$ cat config.mk
export PLATFORM = sky130hd
export DESIGN_NAME = mux_serializer_ctrl_flat
export DESIGN_NICKNAME = d
export VERILOG_FILES = /design/src/rtl/mux_serializer_ctrl_pkg.sv /design/src/rtl/mux_serializer_ctrl_if.sv /design/src/rtl/mux_serializer_ctrl_bit_select_mux.sv /design/src/rtl/mux_serializer_ctrl.sv /design/src/flat_wrapper.sv
export SDC_FILE = /design/constraint.sdc
export NUM_CORES = 1
export LEC_CHECK = 0
export CELL_PAD_IN_SITES_DETAIL_PLACEMENT = 0
export CELL_PAD_IN_SITES_GLOBAL_PLACEMENT = 2
export CORE_ASPECT_RATIO = 0.7
export CORE_MARGIN = 1.5
export CORE_UTILIZATION = 27
export CTS_BUF_LIST = sky130_fd_sc_hd__clkbuf_8
export DETAILED_ROUTE_END_ITERATION = 8
export HOLD_SLACK_MARGIN = 0.12
export PLACE_DENSITY_LB_ADDON = 0.12
export SETUP_SLACK_MARGIN = 0.5
export SYNTH_ARGS = -nofsm -noshare
export SYNTH_HDL_FRONTEND = slang
export SYNTH_SLANG_ARGS = --single-unit
$ cat constraint.sdc
create_clock -name clk -period 1.6 [get_ports clk]
set_input_delay 0.32 -clock clk [delete_from_list [all_inputs] [get_ports clk]]
set_output_delay 0.32 -clock clk [all_outputs]
set_load 0.01 [all_outputs]
$ cat src/rtl/mux_serializer_ctrl_pkg.sv
// Shared types and index helpers for the parallel-in/serial-out mux controller.
// Start and end indices depend only on bit order and word width.
package mux_serializer_ctrl_pkg;

  typedef enum logic {
    IDLE  = 1'b0,
    SHIFT = 1'b1
  } state_t;

  function automatic int start_idx(input bit msb_first, input int width);
    return msb_first ? width - 1 : 0;
  endfunction

  function automatic int end_idx(input bit msb_first, input int width);
    return msb_first ? 0 : width - 1;
  endfunction

endpackage

$ cat src/rtl/mux_serializer_ctrl_if.sv
// Word-in / bit-out handshake bundle for mux_serializer_ctrl.
// The slave modport is the controller; the master modport is the word source and bit consumer.
interface mux_serializer_ctrl_if #(
  parameter int WIDTH = 8
);
  localparam int SEL_W = $clog2(WIDTH);

  logic [WIDTH-1:0] in_data;
  logic             in_valid;
  logic             in_ready;
  logic             out_bit;
  logic             out_valid;
  logic             out_ready;
  logic             out_last;
  logic [SEL_W-1:0] sel;
  logic             busy;

  modport slave (
    input  in_data, in_valid, out_ready,
    output in_ready, out_bit, out_valid, out_last, sel, busy
  );

  modport master (
    output in_data, in_valid, out_ready,
    input  in_ready, out_bit, out_valid, out_last, sel, busy
  );
endinterface

$ cat src/rtl/mux_serializer_ctrl_bit_select_mux.sv
// Combinational WIDTH:1 bit-select mux, identical to the standalone downstream mux stage.
module bit_select_mux #(
  parameter int WIDTH = 8,
  parameter int SEL_W = $clog2(WIDTH)
) (
  input  logic [WIDTH-1:0] data,
  input  logic [SEL_W-1:0] sel,
  output logic             out_bit
);
  assign out_bit = data[sel];
endmodule

$ cat src/rtl/mux_serializer_ctrl.sv
// Holds one parallel word and walks the mux select across it, one bit per accepted beat.
// The last beat can reload the next word directly, so consecutive words have no bubble.
//
// state | meaning
// IDLE  | no word held, ready for a new word
// SHIFT | word held, presenting hold_q[sel_q] on the serial output
module mux_serializer_ctrl
  import mux_serializer_ctrl_pkg::*;
#(
  parameter int WIDTH     = 8,
  parameter bit MSB_FIRST = 1'b0
) (
  input  logic                 clk,
  input  logic                 rst_n,
  mux_serializer_ctrl_if.slave bus
);
  localparam int SEL_W = $clog2(WIDTH);
  localparam logic [SEL_W-1:0] START = SEL_W'(start_idx(MSB_FIRST, WIDTH));
  localparam logic [SEL_W-1:0] STOP  = SEL_W'(end_idx(MSB_FIRST, WIDTH));
  localparam logic [SEL_W-1:0] ONE   = SEL_W'(1);

  state_t           state_q, state_d;
  logic [WIDTH-1:0] hold_q, hold_d;
  logic [SEL_W-1:0] sel_q, sel_d;
  logic             out_valid, out_last, in_ready, accept, beat;
  logic             mux_bit;

  always_ff @(posedge clk) begin
    if (!rst_n) begin
      state_q <= IDLE;
      hold_q  <= '0;
      sel_q   <= START;
    end else begin
      state_q <= state_d;
      hold_q  <= hold_d;
      sel_q   <= sel_d;
    end
  end

  always_comb begin
    state_d   = state_q;
    hold_d    = hold_q;
    sel_d     = sel_q;
    out_valid = (state_q == SHIFT);
    out_last  = out_valid && (sel_q == STOP);
    // in_ready looks only at out_ready, never at in_valid
    in_ready  = (state_q == IDLE) || (out_last && bus.out_ready);
    accept    = bus.in_valid && in_ready;
    beat      = out_valid && bus.out_ready;

    case (state_q)
      IDLE: begin
        if (accept) begin
          hold_d  = bus.in_data;
          sel_d   = START;
          state_d = SHIFT;
        end
      end
      SHIFT: begin
        if (beat) begin
          if (!out_last) begin
            sel_d = MSB_FIRST ? (sel_q - ONE) : (sel_q + ONE);
          end else if (bus.in_valid) begin
            hold_d = bus.in_data;
            sel_d  = START;
          end else begin
            sel_d   = START;
            state_d = IDLE;
          end
        end
      end
      default: begin
        state_d = IDLE;
        sel_d   = START;
      end
    endcase
  end

  bit_select_mux #(
    .WIDTH(WIDTH),
    .SEL_W(SEL_W)
  ) u_mux (
    .data   (hold_q),
    .sel    (sel_q),
    .out_bit(mux_bit)
  );

  assign bus.in_ready  = in_ready;
  assign bus.out_valid = out_valid;
  assign bus.out_last  = out_last;
  assign bus.out_bit   = mux_bit;
  assign bus.sel       = sel_q;
  assign bus.busy      = out_valid;

endmodule

$ cat src/flat_wrapper.sv
// flat-port wrapper written by rule: the top's interface ports become plain ports
module mux_serializer_ctrl_flat import mux_serializer_ctrl_pkg::*;
#(
  parameter int WIDTH     = 8,
  parameter bit MSB_FIRST = 1'b0
)
  (clk, rst_n, bus_in_data, bus_in_valid, bus_out_ready, bus_in_ready, bus_out_bit, bus_out_valid, bus_out_last, bus_sel, bus_busy);
  mux_serializer_ctrl_if #(.WIDTH(WIDTH)) bus_i ();
  input  logic clk;
  input  logic rst_n;
  input wire logic [$bits(bus_i.in_data)-1:0] bus_in_data;
  input wire logic [$bits(bus_i.in_valid)-1:0] bus_in_valid;
  input wire logic [$bits(bus_i.out_ready)-1:0] bus_out_ready;
  output wire logic [$bits(bus_i.in_ready)-1:0] bus_in_ready;
  output wire logic [$bits(bus_i.out_bit)-1:0] bus_out_bit;
  output wire logic [$bits(bus_i.out_valid)-1:0] bus_out_valid;
  output wire logic [$bits(bus_i.out_last)-1:0] bus_out_last;
  output wire logic [$bits(bus_i.sel)-1:0] bus_sel;
  output wire logic [$bits(bus_i.busy)-1:0] bus_busy;
  assign bus_i.in_data = bus_in_data;
  assign bus_i.in_valid = bus_in_valid;
  assign bus_i.out_ready = bus_out_ready;
  assign bus_in_ready = bus_i.in_ready;
  assign bus_out_bit = bus_i.out_bit;
  assign bus_out_valid = bus_i.out_valid;
  assign bus_out_last = bus_i.out_last;
  assign bus_sel = bus_i.sel;
  assign bus_busy = bus_i.busy;
  mux_serializer_ctrl #(.WIDTH(WIDTH), .MSB_FIRST(MSB_FIRST)) u_core (.clk(clk), .rst_n(rst_n), .bus(bus_i));
endmodule
==> impl_metrics.toml <==
[status]
status = "finished, violations left"
failed_checks = "setup timing"

[timing]
fin_worst_skew_ps = 0.671
layout_setup_ws_ps = -194
setup_viol = 4
maxSlewHeadroom_pct = 88.0
rsz0062_at_grt = "yes"
clock.fmax_ghz = 0.557
max_slew.worst_pin.slew_ps = 177
post-route-period-util_pct = 112
hold_viol = 0
slew_viol_final = 0
fin_crit_ps = 1790

[layout]
area_delta_synth_final_pct = 70.1
diodes = 0
final-instance-count-excl-fill = 113
drive_gt1_share_pct = 41.8
nets = 107

[placement]
io_buffers = 19
dp_hpwl_um = 929
place_inst = 106
place_congestion = 0.780

[critical_path]
ff2ff_path_depth = 9
path_buf_inv = 1
critPathMaxStageDelay_ps = 480
crit_path_max_fanout = 3
start_kind = "flip-flop"
slowest_stage = "mux4_2"
critPathTopFamily = "multiplexers"
critPathKind = "reg -> out"
cp.depth = 3
required_ps = 1280
end_kind = "output port"
worstPathArrival_ps = 1470
cp_cell_sequence = "mux4_2 > mux2_4 > buf_6"

[power_and_ir_drop]
p_seq_share_pct = 44.2
switchingPower_w = 0.000164
total_power_w = 0.000734
swShare_pct = 22.4
power.share.clock_pct = 36.0
power.density_nw_per_um2 = 731
p_int_w = 0.000570
p_leak_nw = 0.430
peakVddDrop_mv = 0.411
comb_power_share_pct = 19.9

[floorplanning]
rows = 13
die_area_um2 = 2480
die_y_um = 42.1
core_area_um2 = 1950
dieWidth_um = 58.9
initial_core_util_pct = 30.3
pin_count = 20

[drt]
drt_iter0_markers = 11
first_pass_iters = 4
vias = 524
antenna_left = 0
drc_errors = 0
totalWireLength_mm = 1.34
via_per_inst = 4.64
wl_per_cell_um = 11.9

[clock_tree]
htree_levels = 1
clock_sinks = 12
path_clk_slew_ps = 50
ctsHoldBuffers = 0
cts_max_path_buffers = 2
clk_latency_ps = 230
tritoncts = "built"
cts_root_buf = "clkbuf_8"
cts-buffers-inserted = 3

[global_routing]
grt_max_degree = 21
grt_pass1_wl_mm = 2.16
antenna_found_initial = 0
grt_util_met1_pct = 16.6
grt.total_usage_pct = 11.8
grt_pass1_vias = 434
met3_usage_pct = 6.48
overflow = 0
grt_busiest_layer = "met1"
grt_use_met2_pct = 16.2

[synth]
ys_ff_latch = 12
synth_top_cell_area_share_pct = 40.7
ys_top_cells_by_area = "dfxtp_1 41%, mux2i_1 15%, nand2_1 12%"
yosys.area.top_type = "dfxtp_1"
synthesis.nets = 74
yosysWarningCount = 0
syn_area_um2 = 591
ys_types = 18
netlist_instances = 60
syn_avg_cell_area_um2 = 9.84
ys_seq_area_share_pct = 40.7

[flow_run]
cap_violations = 0

[worst_hold_path]
worstHoldPathCells = 2
min_path_type = "reg -> reg"
==> routing by layer <==
layer | vias up | part of all wire (%)
met4 | 0 | 0
li1 | 271 | -
met3 | 0 | 6.8
met5 | - | 0
met1 | 238 | 49
met2 | 15 | 44
==> cells in the final DEF, fill, tap and decap left out, types with 2 or more instances in the layout <==
cell type        synthesis  routed
dfxtp_4                  0       3
dfxtp_1                 12       8
a21boi_1                 0       2
clkdlybuf4s50_1          0       9
mux2i_1                  9       8
ha_4                     0       2
nand2_1                 19      19
buf_2                    1       4
buf_4                    1       8
buf_6                    0       8
mux4_2                   0       2
clkbuf_8                 0       3
==> registers in the layout, summed over array words and instances (netlist names) <==
name             count
u_core.bus.busy      1
u_core.bus.sel       3
u_core.hold_q        8
==> cell type report <==
type | instances | area (um2)
multi-input cells | 43 | 378
clock buffers | 3 | 41.3
fillers | 186 | 947
inverters | 1 | 3.75
repair buffers | 32 | 302
flip-flops and latches | 12 | 253
well taps | 22 | 27.5
==> per-stage QoR <==
stage                     area (um2)  utilization, %  hold slack [ps]  setup WS, ps  setup TNS (ps)
after floorplan                  602               -              432           138               0
after global placement           865            44.3              444          -347           -3430
after detailed placement         865            44.3              449          -394           -3870
after CTS                        995            51.0              456          -210            -428
after global routing            1000            51.5              472          -243           -1010
final                           1000            51.5              453          -194            -364
==> power groups by stage <==
stage / registers [W] / logic (W) / clock network [W]
6_report: 0.000324 / 0.000146 / 0.000264
4_1_cts: 0.000324 / 0.000143 / 0.000275
5_1_grt: 0.000326 / 0.000158 / 0.000288
3_5_place_dp: 0.000330 / 0.000122 / 0
3_3_place_gp: 0.000330 / 0.000122 / 0
2_1_floorplan: 0.000330 / 0.0000568 / 0
==> synth_stat cells <==
library cell / count
nand4b_1: 1
a21boi_2: 1
a32oi_1: 1
clkbuf_1: 2
o21a_1: 1
nand2_1: 19
buf_2: 1
nor2b_1: 2
mux2i_1: 9
mux4_1: 2
buf_4: 1
mux2_2: 1
dfxtp_1: 12
or3_1: 1
and2_1: 1
a21boi_0: 2
ha_1: 2
inv_1: 1
==> worst paths after layout <==
kind | start | endpoint | slack, ps
setup / recovery | u_core.bus.sel[1] | bus_out_bit | -190
hold / removal | u_core.hold_q[5] | u_core.hold_q[5] | 450
setup reg to reg | u_core.bus.sel[1] | u_core.hold_q[0] | -10
hold reg to reg | u_core.hold_q[5] | u_core.hold_q[5] | 450
==> repair_timing <==
item,4_1_cts,5_1_grt
gates cloned,0,0
buffers inserted,3,1
endpoints found under the setup margin,20,18
pin swaps,3,2
gates resized for setup,52,1
hold endpoints to repair,0,0
==> logic make-up after synthesis <==
kind of cell	after synthesis	synth area share, %
compound gates	5	7.20
simple gates	24	17.8
buf+inv	5	4.02
fa+ha+maj	2	4.24
mux	12	26.1
flops	12	40.7
==> tightest hold or removal path: cells and delay by family (launching register included) <==
kind,cells,cell delay [ps]
flops,1,300
simple gates,1,50
mux,1,50
Power figures use the tool's default switching activity.
